File: src/rtl/fifo_responder.sv
// fifo_responder: DEPTH-entry circular-buffer endpoint for the fifo port protocol.
// Define FIFO_RESPONDER_ERR_EN to add sticky overflow_err/underflow_err outputs.
module fifo_responder #(
    parameter int unsigned WIDTH = 32,
    parameter int unsigned DEPTH = 16
) (
    input  logic                         clk,
    input  logic                         rst,
    input  logic                         write_valid,
    output logic                         write_ready,
    input  logic [WIDTH-1:0]             in_data,
    input  logic                         read_valid,
    output logic                         read_ready,
    output logic [WIDTH-1:0]             out_data,
`ifdef FIFO_RESPONDER_ERR_EN
    output logic                         overflow_err,
    output logic                         underflow_err,
`endif
    output logic [$clog2(DEPTH+1)-1:0]   count
);

    localparam int unsigned AW = $clog2(DEPTH);
    localparam int unsigned CW = $clog2(DEPTH + 1);
    localparam logic [CW-1:0] FULL = CW'(DEPTH);

    logic [WIDTH-1:0] mem_q [DEPTH];
    logic [AW-1:0]    wp_q, wp_d;
    logic [AW-1:0]    rp_q, rp_d;
    logic [CW-1:0]    count_q, count_d;
    logic [WIDTH-1:0] out_q, out_d;
    logic             wa, ra;

    // Readies decode only the registered count, so a full FIFO refuses writes
    // even when a read is accepted on the same edge (no pass-through).
    assign write_ready = (count_q != FULL);
    assign read_ready  = (count_q != '0);
    assign wa          = write_valid && write_ready;
    assign ra          = read_valid && read_ready;
    assign count       = count_q;
    assign out_data    = out_q;

    always_comb begin
        wp_d    = wp_q;
        rp_d    = rp_q;
        count_d = count_q;
        out_d   = out_q;
        if (wa) begin
            wp_d = wp_q + AW'(1);
        end
        if (ra) begin
            rp_d  = rp_q + AW'(1);
            out_d = mem_q[rp_q];
        end
        case ({wa, ra})
            2'b10:   count_d = count_q + CW'(1);
            2'b01:   count_d = count_q - CW'(1);
            default: count_d = count_q;
        endcase
    end

    always_ff @(posedge clk or posedge rst) begin
        if (rst) begin
            wp_q    <= '0;
            rp_q    <= '0;
            count_q <= '0;
            out_q   <= '0;
        end else begin
            wp_q    <= wp_d;
            rp_q    <= rp_d;
            count_q <= count_d;
            out_q   <= out_d;
        end
    end

    // Storage is deliberately left out of reset.
    always_ff @(posedge clk) begin
        if (wa) begin
            mem_q[wp_q] <= in_data;
        end
    end

`ifdef FIFO_RESPONDER_ERR_EN
    logic ovf_q, ovf_d;
    logic udf_q, udf_d;

    always_comb begin
        ovf_d = ovf_q | (write_valid & ~write_ready);
        udf_d = udf_q | (read_valid & ~read_ready);
    end

    always_ff @(posedge clk or posedge rst) begin
        if (rst) begin
            ovf_q <= 1'b0;
            udf_q <= 1'b0;
        end else begin
            ovf_q <= ovf_d;
            udf_q <= udf_d;
        end
    end

    assign overflow_err  = ovf_q;
    assign underflow_err = udf_q;
`endif

endmodule

File: config.mk
export PLATFORM = sky130hd
export DESIGN_NAME = fifo_responder
export DESIGN_NICKNAME = d
export VERILOG_FILES = /design/src/rtl/fifo_responder.sv
export SDC_FILE = /design/constraint.sdc
export NUM_CORES = 1
export LEC_CHECK = 0
export ABC_AREA = 1
export CAP_MARGIN = 20
export CORE_AREA = 2 2 245 271
export CTS_BUF_LIST = sky130_fd_sc_hd__clkbuf_4
export CTS_CLUSTER_SIZE = 24
export DETAILED_ROUTE_END_ITERATION = 7
export DIE_AREA = 0 0 247 273
export GPL_TIMING_DRIVEN = 0
export PLACE_DENSITY = 0.49
export RECOVER_POWER = 50
export SYNTH_ARGS = -nofsm -noshare
export SYNTH_HDL_FRONTEND = slang
export SYNTH_SLANG_ARGS = --single-unit
export TNS_END_PERCENT = 5
File: constraint.sdc
create_clock -name clk -period 7.67 [get_ports clk]
set_clock_uncertainty 0.05 [all_clocks]
set_input_delay 1.534 -clock clk [delete_from_list [all_inputs] [get_ports clk]]
set_output_delay 1.534 -clock clk [all_outputs]
set_load 0.03 [all_outputs]
==> flow_metrics.py, run 1 <==
metrics = {
    "status": {
        "outcome": "finished with violations",
        "failed_checks": "max-capacitance violations, max-slew violations",
    },
    "final_layout": {
        "fin_nets": 2216,
        "final_area_um2": 26980,
        "seq_area_um2": 16500,
        "fillers": 6091,
        "drive_gt1_share_pct": 17.57,
        "multi_input_area_um2": 5249,
        "syn_to_final_growth_pct": 20.21,
    },
    "setup_path": {
        "cp_max_fo": 5,
        "cp_data_arrival_time_ns": 2.30,
        "worstSetupPathType": "register to output port",
        "path_cells": "nor2_1 > nand4_1 > clkdlybuf4s50_1",
        "start_kind": "register",
        "crit_required_ns": 6.09,
        "crit_start": "count[0]",
        "end_kind": "output port",
        "critPathSlowestCell": "clkdlybuf4s50_1",
        "cpPeakStageDelay_ns": 0.62,
        "r2r-start": "count[0]",
        "crit_family": "buffers and inverters",
        "cp_num_buf_inv": 1,
    },
    "placed_design": {
        "dpl_cell_area_um2": 24970,
        "gp_congestion": 0.7979,
        "dp_hpwl_um": 45170,
        "io_buffers": 74,
    },
    "cts": {
        "clock-sinks": 557,
        "cts-root-buf": "clkbuf_4",
        "cts_max_level": 4,
        "cts_hold_buf": 0,
        "clkLatencyLatePin_ns": 0.98,
        "numCtsBuffers": 147,
        "post_cts_buffers": 0,
        "clock_path_buffers": 3,
        "cts_tree": "yes",
        "cts_resized": 0,
        "path_clk_slew_ns": 0.07,
    },
    "floorplan": {
        "initial_core_util_pct": 34.73,
        "num_rows": 98,
        "die_w_um": 247,
        "dieHeight_um": 273,
        "die-area_um2": 67430,
        "io_pins": 75,
        "core_area_um2": 64620,
    },
    "grt": {
        "grt_overflow": 0,
        "grt_pass1_wl_um": 98610,
        "grt_pass1_vias": 15445,
        "grt_start_max_net_pins": 25,
        "grt_usage_pct": 20.32,
        "antenna_found_initial": 2,
    },
    "timing": {
        "max_freq_mhz": 257.2,
        "holdWs_ns": 0.4323,
        "fin_crit_ns": 3.888,
        "maxSlewViolCount": 25,
        "worstMarginPinSlew_ns": 1.904,
        "tns_ns": 0,
        "setup-violations-final": 0,
        "slew_headroom_pct": -26.95,
        "rsz0062_at_grt": "false",
        "finalHoldViolations": 0,
        "min_period_over_period_pct": 50.69,
    },
    "drt": {
        "wl_per_cell_um": 21.32,
        "wl_um": 66790,
        "via_per_inst": 4.867,
        "drc": 0,
        "first_iter_violations": 1088,
        "drtPass1Iterations": 7,
        "ant_nets": 0,
        "vias": 15248,
    },
    "min_path": {
        "hp-start": "out_data[31]",
        "hold_path_class": "register to register",
    },
    "pwr": {
        "p_leak_nw": 10.41,
        "ir_worst_vdd_mv": 0.2390,
        "totalPowerFinal_mw": 10.50,
        "power.density_nw_per_um2": 389.2,
    },
    "synthesis": {
        "ys_ff_latch": 557,
        "synthTopCellsByCount": "nand2_1, edfxtp_1, nand3_1",
        "synth_edf_count": 512,
        "syn_inst": 1897,
        "synth-main-ff-cell": "edfxtp_1",
        "yosysMostFrequentCell": "nand2_1",
        "synth_top_cell_by_area": "edfxtp_1",
        "synthTopCellsByArea": "edfxtp_1, nand2_1, nand3_1, dfrtp_1, buf_2",
        "yosysSeqAreaShare_pct": 73.53,
        "ys_async_sr_fraction_pct": 8.079,
        "yosys_warnings": 0,
        "syn_area_um2": 22440,
        "synth.net_count": 1943,
        "syn_area_per_cell_um2": 11.83,
        "synth_top_cell_area_share_pct": 68.51,
        "synth_cell_types": 26,
    },
    "job": {
        "drv_cap": 1,
    },
}
-- layout make-up --
type | count | area share, %
tap | 850 | 3.942
clock buffer | 229 | 6.373
antenna | 1 | 0.009276
sequential | 557 | 61.17
buffer | 108 | 2.477
multi-input combinational | 1207 | 19.46
inverter | 25 | 0.3571
timing repair buffer | 124 | 5.005
clock inverter | 32 | 1.211
-- path summary, 6_finish.rpt --
check,slack (ns),cells past startpoint,to
worst min-delay path,0.43,2,out_data[31]
worst max-delay path,3.78,3,write_ready
min in group asynchronous,1.20,2,out_data[5]
worst max register to register,4.34,15,count[4]
worst min register to register,0.43,2,out_data[31]
max in group asynchronous,4.04,3,out_data[8]
-- cell families (layout without fill, tap and decap cells) --
| kind of cell | count (synthesis) | after routing | share of synthesized area [%] |
|---|---|---|---|
| xor+xnor | 9 | 9 | 0.3513 |
| flops | 557 | 557 | 73.53 |
| buf+inv | 133 | 518 | 3.412 |
| compound gates | 47 | 47 | 1.065 |
| fa+ha+maj | 10 | 10 | 0.5910 |
| other cells | 0 | 1 | 0 |
| simple gates | 1141 | 1141 | 21.05 |
-- metrics by stage --
step / setup WS [ns] / utilization (%) / cells
5_1_grt: 3.649 / 41.75 / 3133
3_5_place_dp: 3.284 / 38.64 / 2871
3_3_place_gp: -0.2161 / 37.52 / 2821
2_1_floorplan: 3.142 / - / 1897
6_report: 3.782 / 41.75 / 3133
4_1_cts: 3.624 / 41.80 / 3132
-- cells in the final DEF (no fill, tap or decap), types with 9 or more instances in the layout --
| cell | instances |
|---|---|
| dlygate4sd3_1 | 35 |
| clkbuf_1 | 14 |
| a21oi_1 | 40 |
| buf_4 | 17 |
| inv_1 | 21 |
| nand2_1 | 789 |
| dfrtp_1 | 45 |
| buf_2 | 56 |
| nand3_1 | 330 |
| nor3_2 | 10 |
| ha_1 | 9 |
| clkbuf_4 | 229 |
| edfxtp_1 | 512 |
| buf_6 | 54 |
| clkinv_1 | 16 |
| clkdlybuf4s50_1 | 39 |
-- metal layers --
layer | GRT usage, % | part of all wire (%) | wire, µm
met5 | 0 | 0.012 | 8
met4 | 8.909 | 3.3 | 2186
met3 | 4.527 | 5.1 | 3384
met2 | 34.42 | 50 | 33560
met1 | 24.81 | 41 | 27660
-- worst reg2reg max path: stages, from the launching register on --
cell and delay [ns]:
dfrtp_1 0.45, nor2_1 0.10, nand4_1 0.10, nand2_1 0.35, inv_1 0.47, buf_2 0.39, ha_1 0.34, inv_1 0.09
fa_1 0.38, inv_1 0.07, nand2_1 0.06, nand2_1 0.06, a21oi_1 0.07, xor2_1 0.15, nand2_1 0.06, nand2_1 0.05
-- where the power goes --
part	internal, mW	switching, mW
clock	1.59	1.23
combinational	1.16	2.70
sequential	3.70	0.125
total	6.45	4.05
-- flip-flops by register name, summed over array words and instances (netlist names) --
signal	count
wp_q	4
mem_q	512
rp_q	4
out_data	32
count	5
Power figures use the tool's default switching activity.
==> run 2, diff against run 1 <==
- clock period: 7.67 -> 3.85 ns (I/O delays scaled with it)
==> run 2 against run 1 <==
The flow still finishes with violations (max-capacitance violations, max-slew violations); register-to-register slack worse by 3.7 ns; first-iteration DRC count shrank 4.5%; design area barely moved; non-clock buffer count unchanged.
==> flow_metrics.py, run 2 (synthesized netlist as in run 1, its figures left out) <==
metrics = {
    "status": {
        "outcome": "finished with violations",
        "failed_checks": "max-capacitance violations, max-slew violations",
    },
    "timing": {
        "rsz0062_at_grt": "false",
        "setup-violations-final": 0,
        "slew_headroom_pct": -25.72,
        "finalHoldViolations": 0,
        "maxSlewViolCount": 25,
        "worstMarginPinSlew_ns": 1.886,
        "tns_ns": 0,
        "holdWs_ns": 0.4325,
        "fin_crit_ns": 3.195,
        "max_freq_mhz": 313.0,
        "min_period_over_period_pct": 82.98,
    },
    "setup_path": {
        "worstRegToRegCells": 15,
        "r2r-start": "count[0]",
        "cp_common_cell": "nand2_1",
        "crit_start": "count[0]",
        "reg2reg_slack_ns": 0.66,
        "r2r-end": "count[4]",
        "path_cells": "nor2_1 > nand4_1 > nand2_1 > inv_2 > buf_2 > ha_1 > inv_1 > fa_1 > inv_1 > nand2_1 > nand2_1 > a21oi_1 > xor2_1 > nand2_1 > nand2_1",
        "cpPeakStageDelay_ns": 0.44,
        "cp_max_fo": 10,
        "crit_required_ns": 4.63,
        "start_kind": "register",
        "end_kind": "register",
        "worstSetupPathType": "register to register",
        "cp_data_arrival_time_ns": 3.97,
        "critPathSlowestCell": "dfrtp_1",
    },
    "grt": {
        "grt_use_met1_pct": 24.81,
        "gr-usage-met2_pct": 34.42,
        "grt_pass1_wl_um": 98610,
        "grt_usage_pct": 20.32,
        "grt_pass1_vias": 15445,
        "top_usage_layer": "met2",
        "antenna_found_initial": 2,
        "grt_start_max_net_pins": 25,
        "grt_util_met3_pct": 4.527,
        "grt_overflow": 0,
    },
    "pwr": {
        "ir_worst_vdd_mv": 0.4773,
        "sw_frac_of_total_pct": 38.57,
        "seqPwrFrac_pct": 36.4,
        "power.switching_mw": 8.064,
        "p_leak_nw": 10.40,
        "p_int_mw": 12.84,
        "power_frac_comb_pct": 36.7,
        "power.density_nw_per_um2": 775.5,
        "totalPowerFinal_mw": 20.91,
        "clock_power_share_pct": 26.9,
    },
    "final_layout": {
        "drive_gt1_share_pct": 17.48,
        "fillers": 6094,
        "seq_area_um2": 16500,
        "mostFrequentLayoutCells": "nand2_1, edfxtp_1, nand3_1, clkbuf_4, buf_2",
        "multi_input_area_um2": 5239,
        "fin_nets": 2216,
        "final_cells": 3133,
        "final_common_cell": "nand2_1",
        "regMostFlops": "mem_q",
        "largest_register_ffs": 512,
        "syn_to_final_growth_pct": 20.15,
    },
    "floorplan": {
        "initial_core_util_pct": 34.73,
        "num_rows": 98,
        "die_w_um": 247,
        "core_area_um2": 64620,
        "io_pins": 75,
        "dieHeight_um": 273,
        "die-area_um2": 67430,
    },
    "cts": {
        "cts_resized": 0,
        "cts_hold_buf": 0,
        "cts_tree": "yes",
        "numCtsBuffers": 147,
        "clock_path_buffers": 3,
        "cts-root-buf": "clkbuf_4",
        "post_cts_buffers": 0,
        "clock-sinks": 557,
        "clkLatencyLatePin_ns": 0.98,
        "cts_max_level": 4,
        "path_clk_slew_ns": 0.07,
    },
    "job": {
        "drv_cap": 1,
    },
    "drt": {
        "ant_nets": 0,
        "first_iter_violations": 1039,
        "wl_um": 66750,
        "drtPass1Iterations": 5,
        "via_per_inst": 4.893,
        "wl_per_cell_um": 21.31,
        "drc": 0,
        "vias": 15329,
    },
    "min_path": {
        "hold_path_class": "primary input to asynchronous set/reset pin",
    },
    "placed_design": {
        "io_buffers": 74,
        "gp_congestion": 0.7979,
        "dp_cells": 2871,
        "dp_hpwl_um": 45170,
    },
}
[run 2: changes by cell type in the layout (fill, tap and decap cells not counted), sizes merged]
cell	before	now
clkbuf	243	244
clkdlybuf4s50	39	41
buf	144	143
dlygate4sd3	35	33
[run 2: power groups by stage]
stage	combinational, mW	clock, mW	sequential (mW)
after floorplan	4.22	0	8.10
after global placement	7.48	0	7.81
after detailed placement	7.78	0	7.74
after CTS	7.80	5.78	7.62
after global routing	8.41	6.10	7.68
final	7.68	5.62	7.61
[run 2: metal layers]
layer | share of wire (%) | vias to the layer above
met3 | 5.3 | 130
met2 | 50 | 463
met4 | 3.3 | 2
met5 | 0.012 | -
li1 | - | 7223
met1 | 41 | 7511
[run 2: per-stage QoR]
| stage | utilization [%] | area (µm²) | setup WS (ns) |
|---|---|---|---|
| global route | 41.72 | 26960 | 0.4121 |
| global placement | 37.52 | 24240 | -3.272 |
| floorplan | - | 22440 | -0.2147 |
| detailed placement | 38.64 | 24970 | 0.2281 |
| CTS | 41.80 | 27010 | 0.5683 |
| finish | 41.72 | 26960 | 0.6552 |
[run 2: layout make-up]
cell class                      instances  share of cell area, %
Inverter                               25                 0.3573
Sequential cell                       557                  61.20
Multi-Input combinational cell       1207                  19.43
Antenna cell                            1               0.009281
Clock buffer                          229                  6.376
Tap cell                              850                  3.944
Buffer                                108                  2.464
Clock inverter                         32                  1.211
Timing Repair Buffer                  124                  5.007
[run 2: critical path, delay by kind of cell, from the launching register on]
| family | cells | cell delay [ns] |
|---|---|---|
| compound gates | 1 | 0.07 |
| xor+xnor | 1 | 0.15 |
| fa+ha+maj | 2 | 0.72 |
| buf+inv | 4 | 0.87 |
| flops | 1 | 0.44 |
| simple gates | 7 | 0.78 |
[run 2: how the worst max path moves through the flow]
stage	end	slack [ns]	depth (start not counted)
detailed placement	count[4]	0.23	14
global route	count[4]	0.41	15
CTS	read_ready	0.57	3
global placement	mem_q[9][12]	-3.27	4
floorplan	mem_q[10][0]	-0.21	5
finish	count[4]	0.66	15
